### config.mk
export PLATFORM = sky130hd
export DESIGN_NAME = uart_rx
export DESIGN_NICKNAME = d
export VERILOG_FILES = /design/src/rtl/uart_pkg.sv /design/src/rtl/uart_rx_sync.sv /design/src/rtl/uart_rx.sv
export SDC_FILE = /design/constraint.sdc
export NUM_CORES = 1
export LEC_CHECK = 0
export CAP_MARGIN = 20
export CORE_UTILIZATION = 55
export CTS_BUF_LIST = sky130_fd_sc_hd__clkbuf_16
export DETAILED_ROUTE_END_ITERATION = 8
export PLACE_DENSITY = 0.77
export SYNTH_ARGS = -nofsm -noshare
export SYNTH_HDL_FRONTEND = slang
export SYNTH_HIERARCHICAL = 1
export SYNTH_SLANG_ARGS = --single-unit
### constraint.sdc
create_clock -name clk -period 5.6 [get_ports clk]
set_clock_uncertainty 0.1 [all_clocks]
set_input_delay 0.84 -clock clk [delete_from_list [all_inputs] [get_ports clk]]
set_output_delay 0.84 -clock clk [all_outputs]
set_load 0.01 [all_outputs]
### src/rtl/uart_pkg.sv
// Shared UART definitions: FSM state encoding and default frame geometry
// common to the receiver and transmitter.
package uart_pkg;

  localparam int UART_OVERSAMPLE = 16;
  localparam int UART_DATA_BITS  = 8;

  typedef enum logic [2:0] {
    ST_IDLE   = 3'd0,
    ST_START  = 3'd1,
    ST_DATA   = 3'd2,
    ST_PARITY = 3'd3,
    ST_STOP   = 3'd4
  } rx_state_t;

endpackage

### src/rtl/uart_rx_sync.sv
// Two-flop synchronizer for the serial line plus falling-edge detector.
// Edges are suppressed until the delayed copy holds a real line sample.
module uart_rx_sync (
  input  logic clk,
  input  logic reset,
  input  logic i_rxd,
  output logic rxd_s,
  output logic fall
);

  logic [1:0] sync_reg;
  logic       prev_reg;
  logic [2:0] armed_reg;

  always_ff @(posedge clk) begin
    if (reset) begin
      sync_reg  <= 2'b11;
      prev_reg  <= 1'b1;
      armed_reg <= 3'b000;
    end else begin
      sync_reg  <= {sync_reg[0], i_rxd};
      prev_reg  <= sync_reg[1];
      armed_reg <= {armed_reg[1:0], 1'b1};
    end
  end

  assign rxd_s = sync_reg[1];
  // A line held low through reset must not look like a start edge.
  assign fall  = armed_reg[2] & prev_reg & ~sync_reg[1];

endmodule

### src/rtl/uart_rx.sv
// 8N1 UART receiver with 16x oversampling and mid-bit sampling.
// Optional even-parity checking is enabled by defining UART_RX_PARITY_EN.
module uart_rx
  import uart_pkg::*;
#(
  parameter int DATA_BITS  = UART_DATA_BITS,
  parameter int OVERSAMPLE = UART_OVERSAMPLE
) (
  input  logic                 clk,
  input  logic                 reset,
  input  logic                 i_clk_rx,
  input  logic                 i_rxd,
  output logic [DATA_BITS-1:0] o_data,
  output logic                 RxDone,
  output logic                 o_frame_err,
  output logic                 o_busy
`ifdef UART_RX_PARITY_EN
  ,
  output logic                 o_parity_err
`endif
);

  localparam int MID_TICK = OVERSAMPLE / 2 - 1;
  localparam int TICK_W   = $clog2(OVERSAMPLE);
  localparam int BIT_W    = (DATA_BITS > 1) ? $clog2(DATA_BITS) : 1;

  logic rxd_s;
  logic fall;

  uart_rx_sync u_sync (
    .clk   (clk),
    .reset (reset),
    .i_rxd (i_rxd),
    .rxd_s (rxd_s),
    .fall  (fall)
  );

  rx_state_t            state_reg, state_next;
  logic [TICK_W-1:0]    tick_cnt_reg, tick_cnt_next;
  logic [BIT_W-1:0]     bit_cnt_reg, bit_cnt_next;
  logic [DATA_BITS-1:0] shift_data_reg;
  logic [DATA_BITS-1:0] data_reg, data_next;
  logic                 done_reg, done_next;
  logic                 ferr_reg, ferr_next;
  logic                 capture;
`ifdef UART_RX_PARITY_EN
  logic                 parity_reg, parity_next;
  logic                 perr_reg, perr_next;
`endif

  always_ff @(posedge clk) begin
    if (reset) begin
      state_reg    <= ST_IDLE;
      tick_cnt_reg <= '0;
      bit_cnt_reg  <= '0;
      data_reg     <= '0;
      done_reg     <= 1'b0;
      ferr_reg     <= 1'b0;
`ifdef UART_RX_PARITY_EN
      parity_reg   <= 1'b0;
      perr_reg     <= 1'b0;
`endif
    end else begin
      state_reg    <= state_next;
      tick_cnt_reg <= tick_cnt_next;
      bit_cnt_reg  <= bit_cnt_next;
      data_reg     <= data_next;
      done_reg     <= done_next;
      ferr_reg     <= ferr_next;
`ifdef UART_RX_PARITY_EN
      parity_reg   <= parity_next;
      perr_reg     <= perr_next;
`endif
    end
  end

  // Each payload bit has its own enable so the byte assembles in place, LSB first.
  generate
    for (genvar gi = 0; gi < DATA_BITS; gi++) begin : g_bit
      always_ff @(posedge clk) begin
        if (reset) begin
          shift_data_reg[gi] <= 1'b0;
        end else if (capture && (bit_cnt_reg == BIT_W'(gi))) begin
          shift_data_reg[gi] <= rxd_s;
        end
      end
    end
  endgenerate

  always_comb begin
    state_next    = state_reg;
    tick_cnt_next = tick_cnt_reg;
    bit_cnt_next  = bit_cnt_reg;
    data_next     = data_reg;
    done_next     = 1'b0;
    ferr_next     = 1'b0;
    capture       = 1'b0;
`ifdef UART_RX_PARITY_EN
    parity_next   = parity_reg;
    perr_next     = 1'b0;
`endif
    case (state_reg)
      ST_IDLE: begin
        if (fall) begin
          state_next    = ST_START;
          tick_cnt_next = '0;
        end
      end
      ST_START: begin
        if (i_clk_rx) begin
          if (tick_cnt_reg == TICK_W'(MID_TICK)) begin
            tick_cnt_next = '0;
            bit_cnt_next  = '0;
            state_next    = rxd_s ? ST_IDLE : ST_DATA;
          end else begin
            tick_cnt_next = tick_cnt_reg + 1'b1;
          end
        end
      end
      ST_DATA: begin
        if (i_clk_rx) begin
          if (tick_cnt_reg == TICK_W'(OVERSAMPLE - 1)) begin
            capture       = 1'b1;
            tick_cnt_next = '0;
            if (bit_cnt_reg == BIT_W'(DATA_BITS - 1)) begin
`ifdef UART_RX_PARITY_EN
              state_next = ST_PARITY;
`else
              state_next = ST_STOP;
`endif
            end else begin
              bit_cnt_next = bit_cnt_reg + 1'b1;
            end
          end else begin
            tick_cnt_next = tick_cnt_reg + 1'b1;
          end
        end
      end
`ifdef UART_RX_PARITY_EN
      ST_PARITY: begin
        if (i_clk_rx) begin
          if (tick_cnt_reg == TICK_W'(OVERSAMPLE - 1)) begin
            parity_next   = rxd_s;
            tick_cnt_next = '0;
            state_next    = ST_STOP;
          end else begin
            tick_cnt_next = tick_cnt_reg + 1'b1;
          end
        end
      end
`endif
      ST_STOP: begin
        if (i_clk_rx) begin
          if (tick_cnt_reg == TICK_W'(OVERSAMPLE - 1)) begin
            tick_cnt_next = '0;
            state_next    = ST_IDLE;
            if (rxd_s) begin
              done_next = 1'b1;
              data_next = shift_data_reg;
`ifdef UART_RX_PARITY_EN
              // Even parity: the parity bit must equal the XOR of the payload.
              perr_next = (parity_reg != (^shift_data_reg));
`endif
            end else begin
              ferr_next = 1'b1;
            end
          end else begin
            tick_cnt_next = tick_cnt_reg + 1'b1;
          end
        end
      end
      default: begin
        state_next    = ST_IDLE;
        tick_cnt_next = '0;
      end
    endcase
  end

  assign o_data      = data_reg;
  assign RxDone      = done_reg;
  assign o_frame_err = ferr_reg;
  assign o_busy      = (state_reg != ST_IDLE);
`ifdef UART_RX_PARITY_EN
  assign o_parity_err = perr_reg;
`endif

endmodule

==> flow_summary.ini, run 1 <==
[outcome]
outcome = completed

[critical_path]
worstSetupEndpointType = flip-flop
path_buf_inv = 1
r2r.worst_path.cells = 5
path_delay_family = simple AND/OR/NAND/NOR gates
reg_to_reg_startpoint = tick_cnt_reg[0]
criticalPathCategory = input port to flip-flop
critical_path.max_stage_delay_ps = 560
crit_required_ps = 5650
timing.critical_path.cells = clkdlybuf4s50_1 -> and4_1 -> nand4_1 -> mux2i_1 -> nor2_1
crit_path_top_delay_cell = sky130_fd_sc_hd__clkdlybuf4s50_1
startpoint_type_of_the_worst_setup_path = input port
r2r_setup_slack_ps = 3290
critical_path.startpoint = i_clk_rx
critical_path_peak_fanout = 13
r2r-end = o_data[7]
worst-endpoint-arrival_ps = 2830

[global_route]
pin_count_of_the_biggest_net_entering_global_routing = 25
grt-busiest-layer = met2
grt-ovfl-total = 0
wire_length_of_the_first_global_routing_pass_um = 5870
antenna_found_initial = 0
groute.layer.met1.usage_pct = 30.9
grtUsageTotal_pct = 24.2
gr-usage-met2_pct = 38.0
first_global_vias = 1251
globalRouteMet3Util_pct = 6.80

[finish]
stdcell_count = 214
areaGrowthSynthToFinish_pct = 16.0
layout_commonest_cell = sky130_fd_sc_hd__dfxtp_1
final_design_area_no_fill_um2 = 1940
finish.utilization_pct = 69.1
antenna_cells = 0
nNetsFinal = 194
drive_above_1_share_pct = 7.10
final_cell_mix = sky130_fd_sc_hd__dfxtp_1 (34), sky130_fd_sc_hd__nor2_1 (19), sky130_fd_sc_hd__mux2i_1 (16)
nFillCells = 213

[sta]
tns_ps = 0
timing.final.max_slew_violations = 0
clock.fmax_ghz = 0.360
fin_crit_sh_pct = 49.6
final_setup_viols = 0
rsz0062_at_grt = false
period_minus_slack_ps = 2780
fin_worst_hold_slack_ps = 311
worstMarginPinSlew_ps = 733
max_slew_margin_pct = 51.0
timing.final.hold_violations = 0

[worst_hold_path]
timing.hold.worst_endpoint = u_sync/sync_reg[1]
min_from = u_sync/sync_reg[0]
hold-path-cell-count = 1
holdCritPathClass = flip-flop to flip-flop

[drt]
postRouteAntennaNets = 0
detail_route.first_pass.iterations = 4
route.vias.total = 1303
drt-vias-per-instance = 6.09
drt_drc_violations_left = 0
drt-wirelength-per-cell_um = 15.9
drt_first_iter_violations = 43
wl_um = 3390

[clock_network]
post_cts.resized_instances = 0
cts_made_buffers = 5
cts.reportedPaths.clkPinSlew_ps = 50
post-cts-setup-buffer-count = 0
cts_htree_levels = 2
ctsRootBufferMaster = sky130_fd_sc_hd__clkbuf_16
clock_sinks = 34
ctsHoldBuffers = 0
worst_skew_pair.late_latency_ps = 280
cts_tree = built
cts_max_path_buffers = 2

[die]
core_area_um2 = 2810
fp.dieArea_um2 = 3260
i_o_pins = 15
die_width_um = 57.1
placement_rows = 19
chipHeight_um = 57.1
starting_density_of_the_core_pct = 59.5

[yosys]
synth_async_sr_flop_share_pct = 0
synth_enable_flop_cells = 0
postSynthNetCount = 184
yosysWarningCount = 6
synthesis.instances = 173
synth_area_um2 = 1670
synth-seq-area-share_pct = 40.7
dominantRegCellSynth = sky130_fd_sc_hd__dfxtp_1
ys_seq_elements = 34
synth_area_per_cell_um2 = 9.66
synth_cell_type_count = 48

[power]
p_per_area_nw_per_um2 = 288
power.ir.vdd_worst_v = 0.000235
p_leak_nw = 0.814

[placed_design]
dp.final_hpwl_um = 2250
placement.io_buffers = 14
detailed_place.area_um2 = 1780
globalplace.congestion = 0.778
placedCellCount = 207

[flow_run]
max-cap-violations = 0
[metrics by stage]
step / worst slack, ps / power (mW)
2_1_floorplan: 3700 / 0.260
4_1_cts: 2830 / 0.564
3_5_place_dp: 2560 / 0.266
3_3_place_gp: 2620 / 0.265
5_1_grt: 2660 / 0.577
6_report: 2820 / 0.557
[synthesized netlist by cell type (all sizes together) (3+ instances only)]
master	n	share of area (%)
mux2i	16	9.6
or3	4	1.5
ha	7	5.2
or2	3	1.1
nor2	19	4.3
nand3	4	1.2
o21ai	10	3.0
xnor2	3	1.6
a21oi	5	1.5
nor2b	5	1.9
or4b	4	2.4
dfxtp	34	41
clkbuf	4	0.90
nand4	7	2.6
inv	7	1.6
buf	8	3.7
[power by group]
group | switching (mW) | internal (mW)
Clock | 0.0914 | 0.205
Sequential | 0.00266 | 0.244
Combinational | 0.00766 | 0.00608
[worst max-delay path by stage]
stage | endpoint | cells after the start
after floorplan | shift_data_reg[2] | 5
after global placement | o_data[7] | 5
after detailed placement | o_data[7] | 5
after CTS | o_data[7] | 5
after global routing | o_data[4] | 5
final | o_data[7] | 5
[cell type report]
type | count | area [um2] | area share, %
Multi-Input combinational cell | 120 | 886 | 45.7
Sequential cell | 34 | 681 | 35.1
Timing Repair Buffer | 15 | 148 | 7.62
Clock buffer | 5 | 125 | 6.46
Tap cell | 31 | 38.8 | 2.00
Clock inverter | 2 | 33.8 | 1.74
Inverter | 7 | 26.3 | 1.36
[logic make-up after synthesis]
group	after synthesis	synth area share (%)
muxes	16	9.59
buffers and inverters	19	6.22
AOI/OAI and AO/OA	32	13.8
DFF	34	40.7
xor gates and xnor gates	4	2.10
and+or+nand+nor	61	22.3
adders and majority gates	7	5.24
[layer usage]
layer	part of all wire, %	routed length (um)	vias to the layer above
met2	48	1640	27
met5	0	0	-
met4	1.9	66	0
li1	-	-	646
met1	45	1520	624
met3	5.0	170	6
[worst register-to-register path: cells and delay by family (launching register included)]
kind / cells / cell delay [ps]
AND/OR/NAND/NOR: 3 / 1090
multiplexers: 1 / 330
flip-flops: 1 / 370
adder cells (fa/ha/maj): 1 / 290
Power figures use the tool's default switching activity.
==> run 2, diff against run 1 <==
- clock period: 5.6 -> 2.7 ns (I/O delays scaled with it)
==> run 2 against run 1 <==
Net effect: clock power up 75%; core utilization stayed put; routed wire length is 0.59% lower; total power rose by 90%; hold slack worse by 11 ps; via count rose by 2.7%; sequential share of layout area did not move; critical path depth down 3.
==> flow_summary.ini, run 2 (synthesis results as in run 1) <==
[global_route]
first_global_vias = 1246
wire_length_of_the_first_global_routing_pass_um = 5890
antenna_found_initial = 0
grt-ovfl-total = 0
grtUsageTotal_pct = 23.4
pin_count_of_the_biggest_net_entering_global_routing = 20

[power]
power.ir.vdd_worst_v = 0.000456
p_per_area_nw_per_um2 = 548
p_leak_nw = 0.817

[sta]
tns_ps = 0
clock.fmax_ghz = 0.440
timing.final.max_slew_violations = 0
fin_crit_sh_pct = 84.2
period_minus_slack_ps = 2270
timing.final.hold_violations = 0
final_setup_viols = 0
worstMarginPinSlew_ps = 667
rsz0062_at_grt = false
max_slew_margin_pct = 55.5

[drt]
drt_first_iter_violations = 90
detail_route.first_pass.iterations = 4
wl_um = 3370
postRouteAntennaNets = 0
drt-vias-per-instance = 6.14
drt_drc_violations_left = 0
drt-wirelength-per-cell_um = 15.5
route.vias.total = 1338

[clock_network]
ctsRootBufferMaster = sky130_fd_sc_hd__clkbuf_16
cts_made_buffers = 5
post_cts.resized_instances = 0
clock_sinks = 34
ctsHoldBuffers = 0
cts.reportedPaths.clkPinSlew_ps = 50
post-cts-setup-buffer-count = 0
worst_skew_pair.late_latency_ps = 270
cts_htree_levels = 2
cts_tree = built
cts_max_path_buffers = 2

[critical_path]
r2r.worst_path.cells = 3
startpoint_type_of_the_worst_setup_path = flip-flop
worstSetupEndpointType = primary output
critical_path_peak_fanout = 19
worst-endpoint-arrival_ps = 1770
criticalPathCategory = flip-flop to primary output
crit_required_ps = 2190

[finish]
areaGrowthSynthToFinish_pct = 16.0
layout_commonest_cell = sky130_fd_sc_hd__dfxtp_1
finish.utilization_pct = 69.1
drive_above_1_share_pct = 8.02
final_cell_mix = sky130_fd_sc_hd__dfxtp_1 (34), sky130_fd_sc_hd__nor2_1 (19), sky130_fd_sc_hd__mux2i_1 (16)
nNetsFinal = 197
final_design_area_no_fill_um2 = 1940
antenna_cells = 0

[placed_design]
dp.final_hpwl_um = 2320
detailed_place.area_um2 = 1800
placement.io_buffers = 14
globalplace.congestion = 0.810

[flow_run]
max-cap-violations = 0

[die]
fp.dieArea_um2 = 3260
die_width_um = 57.1
starting_density_of_the_core_pct = 59.5
i_o_pins = 15
chipHeight_um = 57.1
placement_rows = 19
core_area_um2 = 2810

[worst_hold_path]
holdCritPathClass = flip-flop to flip-flop
hold-path-cell-count = 1

[outcome]
outcome = completed
==> run 2: final cells by class <==
cell class / count / area [um2]
well taps: 31 / 38.8
fillers: 238 / 867
clock buffers: 5 / 125
repair buffers: 18 / 170
flip-flops and latches: 34 / 681
inverters: 7 / 26.3
multi-input cells: 120 / 886
clock inverters: 3 / 11.3
==> run 2: final timing paths <==
path | startpoint | endpoint | slack (ps)
max | state_reg[1] | o_busy | 430
min | u_sync/sync_reg[0] | u_sync/sync_reg[1] | 300
max reg2reg | state_reg[1] | bit_cnt_reg[2] | 500
min reg2reg | u_sync/sync_reg[0] | u_sync/sync_reg[1] | 300
==> run 2: metal layers <==
layer	routed length, um	track usage, %	vias to the layer above
met5	0	0	-
met1	1440	31.1	633
met4	27	8.01	0
met3	195	5.90	4
li1	-	-	652
met2	1710	37.3	49
==> run 2: through the flow <==
stage	hold slack, ps	power [mW]	setup slack [ps]	cells
after floorplan	283	0.540	910	173
after global placement	287	0.551	616	210
after detailed placement	293	0.552	535	210
after CTS	305	1.07	440	218
after global routing	318	1.10	348	218
final	301	1.06	427	218
==> run 2: worst max-delay path, stage by stage (launching register included) <==
cell,delay (ps)
sky130_fd_sc_hd__dfxtp_1,740
sky130_fd_sc_hd__or3_1,220
sky130_fd_sc_hd__clkdlybuf4s50_1,530
==> run 2: report_power, final <==
group | switching (mW) | leakage, nW | internal, mW | total (mW)
sequential | 0.00501 | 0.275 | 0.507 | 0.512
clock | 0.188 | 0.0663 | 0.331 | 0.519
combinational | 0.0165 | 0.476 | 0.0135 | 0.0301
==> run 3, diff against run 2 <==
- CORE_UTILIZATION: 55 -> 51
- PLACE_DENSITY: 0.77 -> 0.75
- clock period: 2.7 -> 2 ns (I/O delays scaled with it)
==> run 3 against run 2 <==
Net effect: die area rose by 7.6%; total power grew 33%; setup slack got worse by 370 ps; global-route usage decreased by 2.8 points; final cell count increased by 9.2%; register-to-register slack worse by 390 ps; flip-flop and latch count is the same; count of clock-buffer cells in the layout did not move; via count decreased by 0.60%.
==> flow_summary.ini, run 3 (synthesis results as in run 1) <==
[outcome]
outcome = completed

[critical_path]
r2r_setup_slack_ps = 110
reg_to_reg_startpoint = bit_cnt_reg[1]
critical_path_peak_fanout = 16
path_delay_family = buffers and inverters
r2r.worst_path.cells = 6
r2r-end = bit_cnt_reg[0]
crit_path_top_delay_cell = sky130_fd_sc_hd__clkdlybuf4s50_1
startpoint_type_of_the_worst_setup_path = flip-flop
critical_path.max_stage_delay_ps = 490
timing.critical_path.cells = or3_1 -> clkdlybuf4s50_1
worst-endpoint-arrival_ps = 1550
worstSetupEndpointType = primary output
crit_required_ps = 1600
path_buf_inv = 1
criticalPathCategory = flip-flop to primary output

[clock_network]
cts_made_buffers = 5
ctsRootBufferMaster = sky130_fd_sc_hd__clkbuf_16
cts_htree_levels = 2
worst_skew_pair.late_latency_ps = 270
cts_tree = built
post-cts-setup-buffer-count = 0
clock_sinks = 34
ctsHoldBuffers = 0
cts_max_path_buffers = 2
cts.reportedPaths.clkPinSlew_ps = 50

[sta]
tns_ps = 0
period_minus_slack_ps = 1950
clock.fmax_ghz = 0.514
worstMarginPinSlew_ps = 585
fin_crit_sh_pct = 97.3
timing.final.max_slew_violations = 0
final_setup_viols = 0
rsz0062_at_grt = false
fin_worst_hold_slack_ps = 303
timing.final.hold_violations = 0
max_slew_margin_pct = 61.0

[drt]
postRouteAntennaNets = 0
route.vias.total = 1330
wl_um = 3250
detail_route.first_pass.iterations = 4
drt_drc_violations_left = 0
drt_first_iter_violations = 49
drt-vias-per-instance = 5.59
drt-wirelength-per-cell_um = 13.6

[placed_design]
placement.io_buffers = 14
placedCellCount = 231
globalplace.congestion = 0.928
detailed_place.area_um2 = 1880
dp.final_hpwl_um = 2290

[flow_run]
max-cap-violations = 0

[global_route]
first_global_vias = 1217
wire_length_of_the_first_global_routing_pass_um = 5370
antenna_found_initial = 0
grtUsageTotal_pct = 20.7
pin_count_of_the_biggest_net_entering_global_routing = 32
grt-ovfl-total = 0

[finish]
final_cell_mix = sky130_fd_sc_hd__dfxtp_1 (33), sky130_fd_sc_hd__nor2_1 (19), sky130_fd_sc_hd__mux2i_1 (16)
multi_input_comb_area_um2 = 903
antenna_cells = 0
drive_above_1_share_pct = 14.4
layout_commonest_cell = sky130_fd_sc_hd__dfxtp_1
nNetsFinal = 205
nFillCells = 255
areaGrowthSynthToFinish_pct = 21.6
stdcell_count = 238
ff_latch_area_um2 = 684
final_design_area_no_fill_um2 = 2030

[power]
p_per_area_nw_per_um2 = 696
report.power.total_mw = 1.41
power.ir.vdd_worst_v = 0.000552
p_leak_nw = 0.870

[die]
placement_rows = 20
starting_density_of_the_core_pct = 54.3
chipHeight_um = 59.2
core_area_um2 = 3080
fp.dieArea_um2 = 3510
die_width_um = 59.2
i_o_pins = 15

[worst_hold_path]
min_from = u_sync/sync_reg[0]
hold-path-cell-count = 1
timing.hold.worst_endpoint = u_sync/sync_reg[1]
holdCritPathClass = flip-flop to flip-flop
[run 3: cell types whose count changed in the layout (fill, tap and decap cells not counted), sizes merged]
cell / previous run / this run
buf: 4 / 12
clkinv: 3 / 0
inv: 7 / 9
[run 3: metal layers]
layer  vias to the layer above  part of all wire (%)  track usage, %
met3                         2                   5.0            8.52
met1                       634                    45            25.6
met4                         0                  0.25            4.08
met2                        31                    50            33.7
met5                         -                     0               0
li1                        663                     -               -
[run 3: repair_timing]
item / in CTS / in global routing
gates cloned: 0 / 0
endpoints found under the setup margin: 1 / 5
gates resized for setup: 1 / 5
[run 3: worst max path at each step]
stage | slack (ps) | endpoint | start | cells past startpoint
3_3_place_gp | 70 | bit_cnt_reg[0] | i_clk_rx | 5
6_report | 50 | o_busy | state_reg[1] | 2
4_1_cts | 30 | bit_cnt_reg[0] | bit_cnt_reg[1] | 6
3_5_place_dp | 20 | bit_cnt_reg[0] | i_clk_rx | 5
2_1_floorplan | 210 | bit_cnt_reg[0] | bit_cnt_reg[0] | 6
5_1_grt | 10 | bit_cnt_reg[0] | bit_cnt_reg[1] | 6
[run 3: area by class of cell]
| type | count | share of cell area [%] |
|---|---|---|
| Multi-Input combinational cell | 120 | 44.5 |
| Sequential cell | 34 | 33.7 |
| Timing Repair Buffer | 26 | 11.3 |
| Clock buffer | 5 | 6.16 |
| Tap cell | 44 | 2.71 |
| Inverter | 7 | 1.29 |
| Clock inverter | 2 | 0.369 |
[run 3: report_power, final]
group	internal [mW]	switching [mW]	leakage (nW)	total (mW)
registers	0.684	0.00212	0.276	0.686
logic	0.0207	0.0290	0.521	0.0496
clock network	0.443	0.237	0.0723	0.679
[run 3: stage by stage]
stage                     setup slack [ps]  util [%]
after floorplan                        210         -
after global placement                74.5      61.0
after detailed placement              16.3      61.0
after CTS                             26.3      65.4
after global routing                  14.3      66.0
final                                 54.8      66.0
